===== src/rtl/vx_fpu_rsp_arbiter.sv =====
// ============================================================================
// vx_fpu_rsp_arbiter : round-robin merge of FPU unit responses into one
//                      registered writeback port. Rev 1.0
// ============================================================================
`default_nettype none

module vx_fpu_rsp_arbiter #(
    parameter int NUM_REQS = 5,
    parameter int LANES    = 4,
    parameter int TAGW     = 4
) (
    input  logic                          clk,
    input  logic                          reset,
    input  logic [NUM_REQS-1:0]           valid_in,
    output logic [NUM_REQS-1:0]           ready_in,
    input  logic [NUM_REQS*LANES*32-1:0]  result_in,
    input  logic [NUM_REQS-1:0]           has_fflags_in,
    input  logic [NUM_REQS*LANES*5-1:0]   fflags_in,
    input  logic [NUM_REQS*TAGW-1:0]      tag_in,
    output logic                          valid_out,
    input  logic                          ready_out,
    output logic [LANES*32-1:0]           result,
    output logic                          has_fflags,
    output logic [LANES*5-1:0]            fflags,
    output logic [TAGW-1:0]               tag_out,
    output logic [$clog2(NUM_REQS)-1:0]   sel_out,
    output logic [31:0]                   perf_stalls
);

    localparam int SELW = $clog2(NUM_REQS);
    localparam int PW   = LANES * 32;
    localparam int FW   = LANES * 5;

    logic [SELW-1:0]     rr_ptr;
    logic [SELW-1:0]     grant_idx;
    logic [SELW-1:0]     next_ptr;
    logic [SELW-1:0]     scan_idx;
    logic [NUM_REQS-1:0] grant;
    logic                found;
    logic                load_en;
    int                  idx;

    // Output register is free when empty or being drained this cycle.
    assign load_en = !valid_out || ready_out;

    always_comb begin
        grant     = '0;
        grant_idx = '0;
        found     = 1'b0;
        idx       = 0;
        scan_idx  = '0;
        for (int k = 0; k < NUM_REQS; k++) begin
            idx = int'(rr_ptr) + k;
            if (idx >= NUM_REQS) begin
                idx = idx - NUM_REQS;
            end
            scan_idx = SELW'(idx);
            if (!found && valid_in[scan_idx]) begin
                found           = 1'b1;
                grant[scan_idx] = 1'b1;
                grant_idx       = scan_idx;
            end
        end
    end

    assign ready_in = grant & {NUM_REQS{load_en}};
    assign next_ptr = (grant_idx == SELW'(NUM_REQS - 1)) ? '0 : grant_idx + 1'b1;

    always_ff @(posedge clk or posedge reset) begin
        if (reset) begin
            valid_out   <= 1'b0;
            result      <= '0;
            has_fflags  <= 1'b0;
            fflags      <= '0;
            tag_out     <= '0;
            sel_out     <= '0;
            rr_ptr      <= '0;
            perf_stalls <= '0;
        end else begin
            if (valid_out && !ready_out) begin
                perf_stalls <= perf_stalls + 32'd1;
            end
            if (load_en) begin
                valid_out <= found;
                if (found) begin
                    result     <= result_in[int'(grant_idx) * PW +: PW];
                    has_fflags <= has_fflags_in[grant_idx];
                    fflags     <= fflags_in[int'(grant_idx) * FW +: FW];
                    tag_out    <= tag_in[int'(grant_idx) * TAGW +: TAGW];
                    sel_out    <= grant_idx;
                    rr_ptr     <= next_ptr;
                end
            end
        end
    end

endmodule

`default_nettype wire


===== config.mk =====
export PLATFORM = sky130hd
export DESIGN_NAME = vx_fpu_rsp_arbiter
export DESIGN_NICKNAME = d
export VERILOG_FILES = /design/src/rtl/vx_fpu_rsp_arbiter.sv
export SDC_FILE = /design/constraint.sdc
export NUM_CORES = 1
export LEC_CHECK = 0
export ABC_AREA = 1
export CAP_MARGIN = 10
export CORE_AREA = 2 2 376 378
export CTS_CLUSTER_SIZE = 24
export DETAILED_ROUTE_END_ITERATION = 16
export DIE_AREA = 0 0 378 380
export PLACE_DENSITY = 0.31
export SETUP_SLACK_MARGIN = 0.3
export SKIP_LAST_GASP = 1
export SYNTH_ARGS = -nofsm -noshare
export SYNTH_HDL_FRONTEND = slang
export SYNTH_SLANG_ARGS = --single-unit

===== constraint.sdc =====
create_clock -name clk -period 8.45 [get_ports clk]
set_input_delay 1.69 -clock clk [delete_from_list [all_inputs] [get_ports clk]]
set_output_delay 1.69 -clock clk [all_outputs]
set_load 0.03 [all_outputs]

* Word-level counts from Yosys, hierarchy flattened
Index checks and enable logic that the tools add are counted.
Word-level totals: bits in registers 192, input port bits 773, logic and storage cells 106
Operators by class: add/sub/neg operators 11, multipliers 1, $lt $le $gt $ge 16, equality and inequality tests 1, shift-type cells 3, mux-type cells 43, bitwise gates (word level) 5, reductions and logical operators 18
Operators by type and width (number):
- $shiftx 640x11->128 | 1
- $shiftx 100x9->20 | 1
- $mux 3 | 11
- $add 32x1->32 const B | 1
- $mux 5 | 5
- $lt 3x4->1 const B | 6
- $or 5x5->5 | 4
- $shiftx 20x6->4 | 1
- $bmux 1 s3 | 6
- $ge 4x3->1 const B | 4
- $mux 1 | 16
- $demux 1 s3 | 5
- $ge 3x1->1 const B | 5
- $sub 3x3->3 const B | 5
- $logic_and 1x1->1 | 10
- $add 3x2->4 const B | 2
- $logic_not 1->1 | 6
- $mul 3x3->6 const B | 1
- $and 5x5->5 | 1
- $add 3x1->4 const B | 1
- $add 3x3->4 const B | 1
- $add 3x1->3 const B | 1
- $eq 3x3->1 const B | 1
- $ge 3x3->1 const B | 1
- other kinds (2) | 2

* Longest topological paths before layout
Gate-level depths: netlist of the first run.
depth in word-level cells 19, mapped depth 24, mapped depth without buffers 22

* Worst setup path after synthesis of the first run
OpenSTA, ideal clock, no wires.
path type in2out, from input valid_in[0], to output ready_in[2], arrival time 3.576 ns, required time 6.760 ns, path slack 3.184 ns, stages on the path 15, path buffers 2, cells stage by stage inv_1 nand3_1 nand2_1 nand2_1 nand3_2 inv_2 nor2_4 nand4_4 inv_2 nand2_1 buf_2 buf_1 inv_1 nand2_1 a21oi_1
Between the ends: cells in the longest elaborated chain, start to end 16, elaborated cells on any way between the ends 32
RTL lines:
- from (decl) | line 14 | input logic [NUM_REQS-1:0] valid_in,
- $bmux 1 s3 | line 58 | if (!found && valid_in[scan_idx]) begin
- $mux 1 (not written as such) | line 58
- $mux 1 | line 58
- $logic_not 1->1 | line 58
- $logic_and 1x1->1 | line 58
- $mux 1 | line 58
- $logic_not 1->1 | line 58
- $logic_and 1x1->1 | line 58
- $mux 1 | line 58
- $logic_not 1->1 | line 58
- $logic_and 1x1->1 | line 58
- $mux 1 | line 58
- $logic_not 1->1 | line 58
- $logic_and 1x1->1 | line 58
- $mux 5 (*) | line 58
- $and 5x5->5 (*) | line 66 | assign ready_in = grant & {NUM_REQS{load_en}};
- to (decl) | line 15 | output logic [NUM_REQS-1:0] ready_in,
Mark *: on every way between the ends. The rest lies on a longest branch, timed or not. The select of a mux whose other input is x is not followed.

* Final worst setup path of the first run
from register rr_ptr[0], to output ready_in[4]
Between the ends: cells in the longest elaborated chain, start to end 18, elaborated cells on any way between the ends 76
RTL lines:
- from (decl) | line 34 | logic [SELW-1:0] rr_ptr;
- from (signal assigned) | line 91 | rr_ptr <= next_ptr;
- branches (longest 16 deep; another with $add 3x1->4)
- $mux 5 (*) | line 58
- $and 5x5->5 (*) | line 66
Mark *: on every way between the ends. The select of a mux whose other input is x is not followed.

==> results of run 1 <==
[cell type report]
class / instances / area (um^2) / area share [%]
diodes: 25 / 62.6 / 0.218
clock buffers: 17 / 425 / 1.48
clock inverters: 15 / 184 / 0.640
inverters: 519 / 1970 / 6.84
multi-input cells: 1950 / 9000 / 31.3
flip-flops and latches: 192 / 4800 / 16.7
well taps: 1876 / 2350 / 8.17
repair buffers: 990 / 9950 / 34.6
[metal layers]
metal	vias up	wire length, um	GRT usage [%]
met2	677	59700	28.1
met4	38	1720	4.34
li1	10600	-	-
met1	10000	49600	19.0
met5	-	218	0
met3	116	10000	6.06
[flip-flops by register name, summed over array words and instances (netlist names)]
signal       flops
fflags          20
has_fflags       1
perf_stalls     32
result         128
rr_ptr           3
sel_out          3
tag_out          4
valid_out        1
[how the worst max path moves through the flow]
stage	to	cells past startpoint
global route	ready_in[4]	20
CTS	ready_in[4]	18
detailed placement	ready_in[0]	15
global placement	ready_in[0]	15
floorplan	fflags[0]$_DFFE_PP0P_	1
finish	ready_in[4]	17
[critical path: stages (launching register included)]
cell and delay [ns]:
dfrtp_1 0.80, inv_2 0.23, ha_1 0.26, inv_1 0.08, fa_1 0.41, nor2_1 0.20
nor2_1 0.11, a21oi_1 0.29, nand3_1 0.13, nand3_1 0.18, inv_1 0.16, nand3_1 0.12
nor2_1 0.04, nor3_1 0.54, nand2_8 0.26, nand2_1 0.17, inv_2 0.05, clkdlybuf4s50_1 0.60
[synthesized netlist by cell type (8+ instances only)]
cell / count / area [um^2]
nand3_1: 661 / 3310
nor2_1: 152 / 571
a21oi_1: 236 / 1180
dfrtp_1: 192 / 4800
nor3_1: 9 / 45.0
buf_2: 105 / 526
nand4_1: 12 / 75.1
inv_1: 510 / 1910
ha_1: 11 / 138
xnor2_1: 8 / 70.1
clkbuf_1: 56 / 210
buf_1: 15 / 56.3
xor2_1: 26 / 228
nand2_1: 791 / 2970
inv_2: 9 / 33.8
buf_4: 12 / 90.1
[cells by family (layout without fill, tap and decap cells)]
| family | after synthesis | in the layout | share of synthesized area, % |
|---|---|---|---|
| XOR/XNOR | 35 | 35 | 1.89 |
| other | 0 | 25 | 0 |
| AO/OA/AOI/OAI | 258 | 258 | 7.98 |
| AND/OR/NAND/NOR | 1645 | 1645 | 43.0 |
| adder cells (fa/ha/maj) | 12 | 12 | 0.951 |
| buffers and inverters | 708 | 1541 | 17.1 |
| flip-flops | 192 | 192 | 29.0 |
[metrics by stage]
step | hold slack, ns | utilization, %
after CTS | 0.502 | 20.6
after global placement | 0.468 | 20.2
after global routing | 0.516 | 20.6
after detailed placement | 0.479 | 20.2
after floorplan | 0.657 | -
final | 0.497 | 20.6
==> impl_metrics.toml, run 1 <==
[status]
run_status = "completed"

[worst_hold_path]
hold_end = "perf_stalls[30]$_DFFE_PP0P_"
hold_depth = 1
hp-start = "perf_stalls[30]$_DFFE_PP0P_"
hp-class = "flip-flop to flip-flop"

[routing]
route.detailed.drc = 0
routed_via_density = 3.84
dr.pass1.iters = 5
drtIter0Drc = 934
wl_mm = 121
ant_nets = 0
wire_per_inst_um = 21.7
vias = 21400

[die]
core_um2 = 139000
initial_utilization_pct = 11.9
ios = 967
die_height_um = 380
row_count = 137
dieArea_um2 = 144000
fp.dieW_um = 378

[placement]
dp_hpwl_mm = 92.8
place_ws_ns = 1.87
placedCellCount = 5527
io_buffers = 966
gp_congestion = 0.819
place_area_um2 = 28100

[synthesis]
syn-num-nets = 3635
postSynthCellCount = 2850
synth.distinct_cells = 35
synth_edf_count = 0
netlist_area_um2 = 16600
yosys_most_used_dff = "dfrtp_1"
ys_warn_count = 0
yosysSeqAreaShare_pct = 29.0
syn_avg_cell_area_um2 = 5.82
ys_seq_elements = 192
async_flop_share_pct = 100

[clock_tree]
h-tree-depth = 4
cts.sinks = 192
post-cts-setup-buffers = 0
cts_buffers = 17
hold_buffers = 0
cts_buffer_depth = 2
clkLatencyLatePin_ns = 0.56
cts_resized = 0
cts_tree = "built"
cts_root_buffer = "clkbuf_16"
cts.reportedPaths.clkPinSlew_ns = 0.10

[sta]
fin_crit_ns = 6.87
setup_viol_count_final = 0
fin_tns_setup_ns = 0
finalWorstSetupSlack_ns = 1.58
skew_ns = 0.0211
hold_violations = 0
worstMarginPinSlew_ns = 1.02
period_share_pct = 81.3
fmax_mhz = 146
report.final.slew_viol_count = 0
rsz0062_at_grt = "no"
relSlewSlack_pct = 32.3

[cells_and_area]
nNetsFinal = 4455
final_cells = 5584
most-common-layout-cells = "966 x clkdlybuf4s50_1, 788 x nand2_1, 660 x nand3_1"
final_cell_area_um2 = 28700
drive_gt1_share_pct = 2.42
final_common_cell = "clkdlybuf4s50_1"
fillers = 16100
syn2layout_area_growth_pct = 73.4

[critical_path]
worstReg2RegEnd = "fflags[7]$_DFFE_PP0P_"
required_ns = 6.76
endpoint_kind = "output pin"
reg2reg_from = "rr_ptr[0]$_DFFE_PP0P_"
path_max_fanout = 21
rrSetupSlack_ns = 2.67
critPathLaunch = "rr_ptr[0]$_DFFE_PP0P_"
cp-start-kind = "flip-flop"
r2r_cells = 19
path_class = "flip-flop to output pin"
arrival_ns = 5.18

[grt]
track_usage_pct = 16.4
grt_pass1_vias = 21700
grt_max_degree = 164
grt_first_pass_wirelength_mm = 168
antenna_found_initial = 59
grt_overflow = 0

[job]
max_cap_violations = 0
Power of run 1 is left out: the tool's default activity adds up to more than one toggle a clock period on the data nets, which glitch-free logic cannot reach.
==> run 2, diff against run 1 <==
==> constraint.sdc (replaced) <==
create_clock -name clk -period 6.9 [get_ports clk]
set_input_delay 1.38 -clock clk [delete_from_list [all_inputs] [get_ports clk]]
set_output_delay 1.38 -clock clk [all_outputs]
set_load 0.03 [all_outputs]
==> run 2 against run 1 <==
Net effect: die area stayed put; clock-buffer cell count unchanged; hold slack worse by 0.0043 ns; setup slack lost 0.68 ns; register-to-register slack lost 1.0 ns; critical path type unchanged; highest routed layer unchanged.
==> impl_metrics.toml, run 2 (same netlist as run 1, synthesis figures left out) <==
[critical_path]
path_max_fanout = 17
arrival_ns = 4.62
cp_cell_sequence = "inv_2 -> ha_1 -> inv_1 -> fa_1 -> nor2_1 -> nor2_1 -> nand2_1 -> nand2_1 -> nand4_1 -> nand3_1 -> inv_1 -> nand4_4 -> inv_2 -> nand2_4 -> inv_1 -> nand2_1 -> a21oi_1 -> clkdlybuf4s50_1"
cp.depth = 18
path_class = "flip-flop to output pin"
cp_slowest_cell = "clkdlybuf4s50_1"
cp_top_family = "buffers and inverters"
r2r_cells = 22
path_buf_inv = 6
cpPeakStageDelay_ns = 0.77
required_ns = 5.52
cp-start-kind = "flip-flop"
endpoint_kind = "output pin"

[status]
run_status = "completed"

[clock_tree]
cts_root_buffer = "clkbuf_16"
cts.sinks = 192
cts_tree = "built"
post-cts-setup-buffers = 0
cts.reportedPaths.clkPinSlew_ns = 0.10
cts_buffer_depth = 2
clkLatencyLatePin_ns = 0.57
cts_buffers = 17
hold_buffers = 0
h-tree-depth = 4

[sta]
rsz0062_at_grt = "no"
fmax_mhz = 167
skew_ns = 0.0298
hold_violations = 0
worstMarginPinSlew_ns = 0.984
period_share_pct = 87.0
report.final.slew_viol_count = 0
fin_crit_ns = 6.00
setup_viol_count_final = 0
fin_tns_setup_ns = 0
relSlewSlack_pct = 34.4

[routing]
vias = 21600
ant_nets = 0
wl_mm = 124
dr.pass1.iters = 5
route.detailed.drc = 0
wire_per_inst_um = 22.1
routed_via_density = 3.86
drtIter0Drc = 983

[grt]
grt_overflow = 0
track_usage_pct = 16.8
grt_pass1_vias = 22100
grt_first_pass_wirelength_mm = 171
grt_max_degree = 123
antenna_found_initial = 64

[cells_and_area]
most-common-layout-cells = "965 x clkdlybuf4s50_1, 788 x nand2_1, 660 x nand3_1"
largestRegisters = "result x128, perf_stalls x32, fflags x20"
final_cells = 5599
nNetsFinal = 4480
syn2layout_area_growth_pct = 74.7
final_cell_area_um2 = 29000
drive_gt1_share_pct = 3.13
top_register = "result"
largest_register_ffs = 128
final_common_cell = "clkdlybuf4s50_1"

[die]
die_height_um = 380
row_count = 137
core_um2 = 139000
initial_utilization_pct = 11.9
fp.dieW_um = 378
dieArea_um2 = 144000
ios = 967

[placement]
io_buffers = 966
place_area_um2 = 28300
gp_congestion = 0.817
placedCellCount = 5552
dp_hpwl_mm = 97.2

[worst_hold_path]
hp-class = "flip-flop to flip-flop"
hold_depth = 1

[job]
max_cap_violations = 0
==> run 2: changes by cell type in the layout (fill, tap and decap cells not counted), sizes merged <==
cell | previous run | this run
clkinv | 8 | 7
clkinvlp | 0 | 2
diode | 25 | 15
clkdlybuf4s50 | 966 | 965
buf | 24 | 50
inv | 526 | 525
==> run 2: layout make-up <==
cell class                 count  area, um^2
antenna                       15        37.5
multi-input combinational   1950        9000
tap                         1876        2350
clock inverter                15         185
timing repair buffer        1015       10200
inverter                     519        1960
sequential                   192        4810
fill                       16100      110000
clock buffer                  17         425
==> run 2: through the flow <==
step	setup slack [ns]	hold WS, ns	util [%]
6_report	0.896	0.493	20.8
4_1_cts	0.535	0.501	20.8
2_1_floorplan	2.25	0.657	-
3_3_place_gp	1.10	0.468	20.3
3_5_place_dp	1.17	0.484	20.3
5_1_grt	0.508	0.514	20.8
==> run 2: final timing paths <==
kind                                        startpoint                           to  slack, ns
min in group asynchronous                        reset        fflags[7]$_DFFE_PP0P_       1.34
hold reg to reg            perf_stalls[30]$_DFFE_PP0P_  perf_stalls[30]$_DFFE_PP0P_       0.49
setup / recovery                 rr_ptr[0]$_DFFE_PP0P_                  ready_in[0]       0.90
hold / removal             perf_stalls[30]$_DFFE_PP0P_  perf_stalls[30]$_DFFE_PP0P_       0.49
max in group asynchronous                        reset        rr_ptr[0]$_DFFE_PP0P_       4.18
setup reg to reg                 rr_ptr[0]$_DFFE_PP0P_        rr_ptr[2]$_DFFE_PP0P_       1.62
==> run 2: layer usage <==
metal | part of all wire (%) | wire [um] | up-vias | track usage [%]
met5 | 0.35 | 429 | - | 0
met2 | 49 | 60400 | 731 | 29.0
li1 | - | - | 10600 | -
met1 | 40 | 48800 | 10100 | 19.2
met4 | 1.7 | 2060 | 64 | 3.62
met3 | 9.6 | 11800 | 143 | 6.87
==> run 2: what timing repair did <==
item	CTS	global route
resized for setup	0	1
endpoints found under the setup margin	0	2
endpoints found under the hold margin	0	0
==> run 2: worst register-to-register path, stage by stage, from the launching register on <==
cell and delay [ns]:
dfrtp_2 0.56, inv_2 0.23, ha_1 0.17, inv_1 0.06
fa_1 0.40, nor2_1 0.24, nor2_1 0.11, nand2_1 0.09
nand2_1 0.09, nor2_1 0.21, nand3_1 0.10, nand3_1 0.19
inv_1 0.17, nand4_4 0.18, inv_2 0.08, nand2_4 0.07
buf_12 0.43, nand2_4 0.39, inv_2 0.67, buf_4 0.32
ha_1 0.19, xnor2_1 0.11, o22ai_1 0.08
Power of run 2 is left out for the same reason.
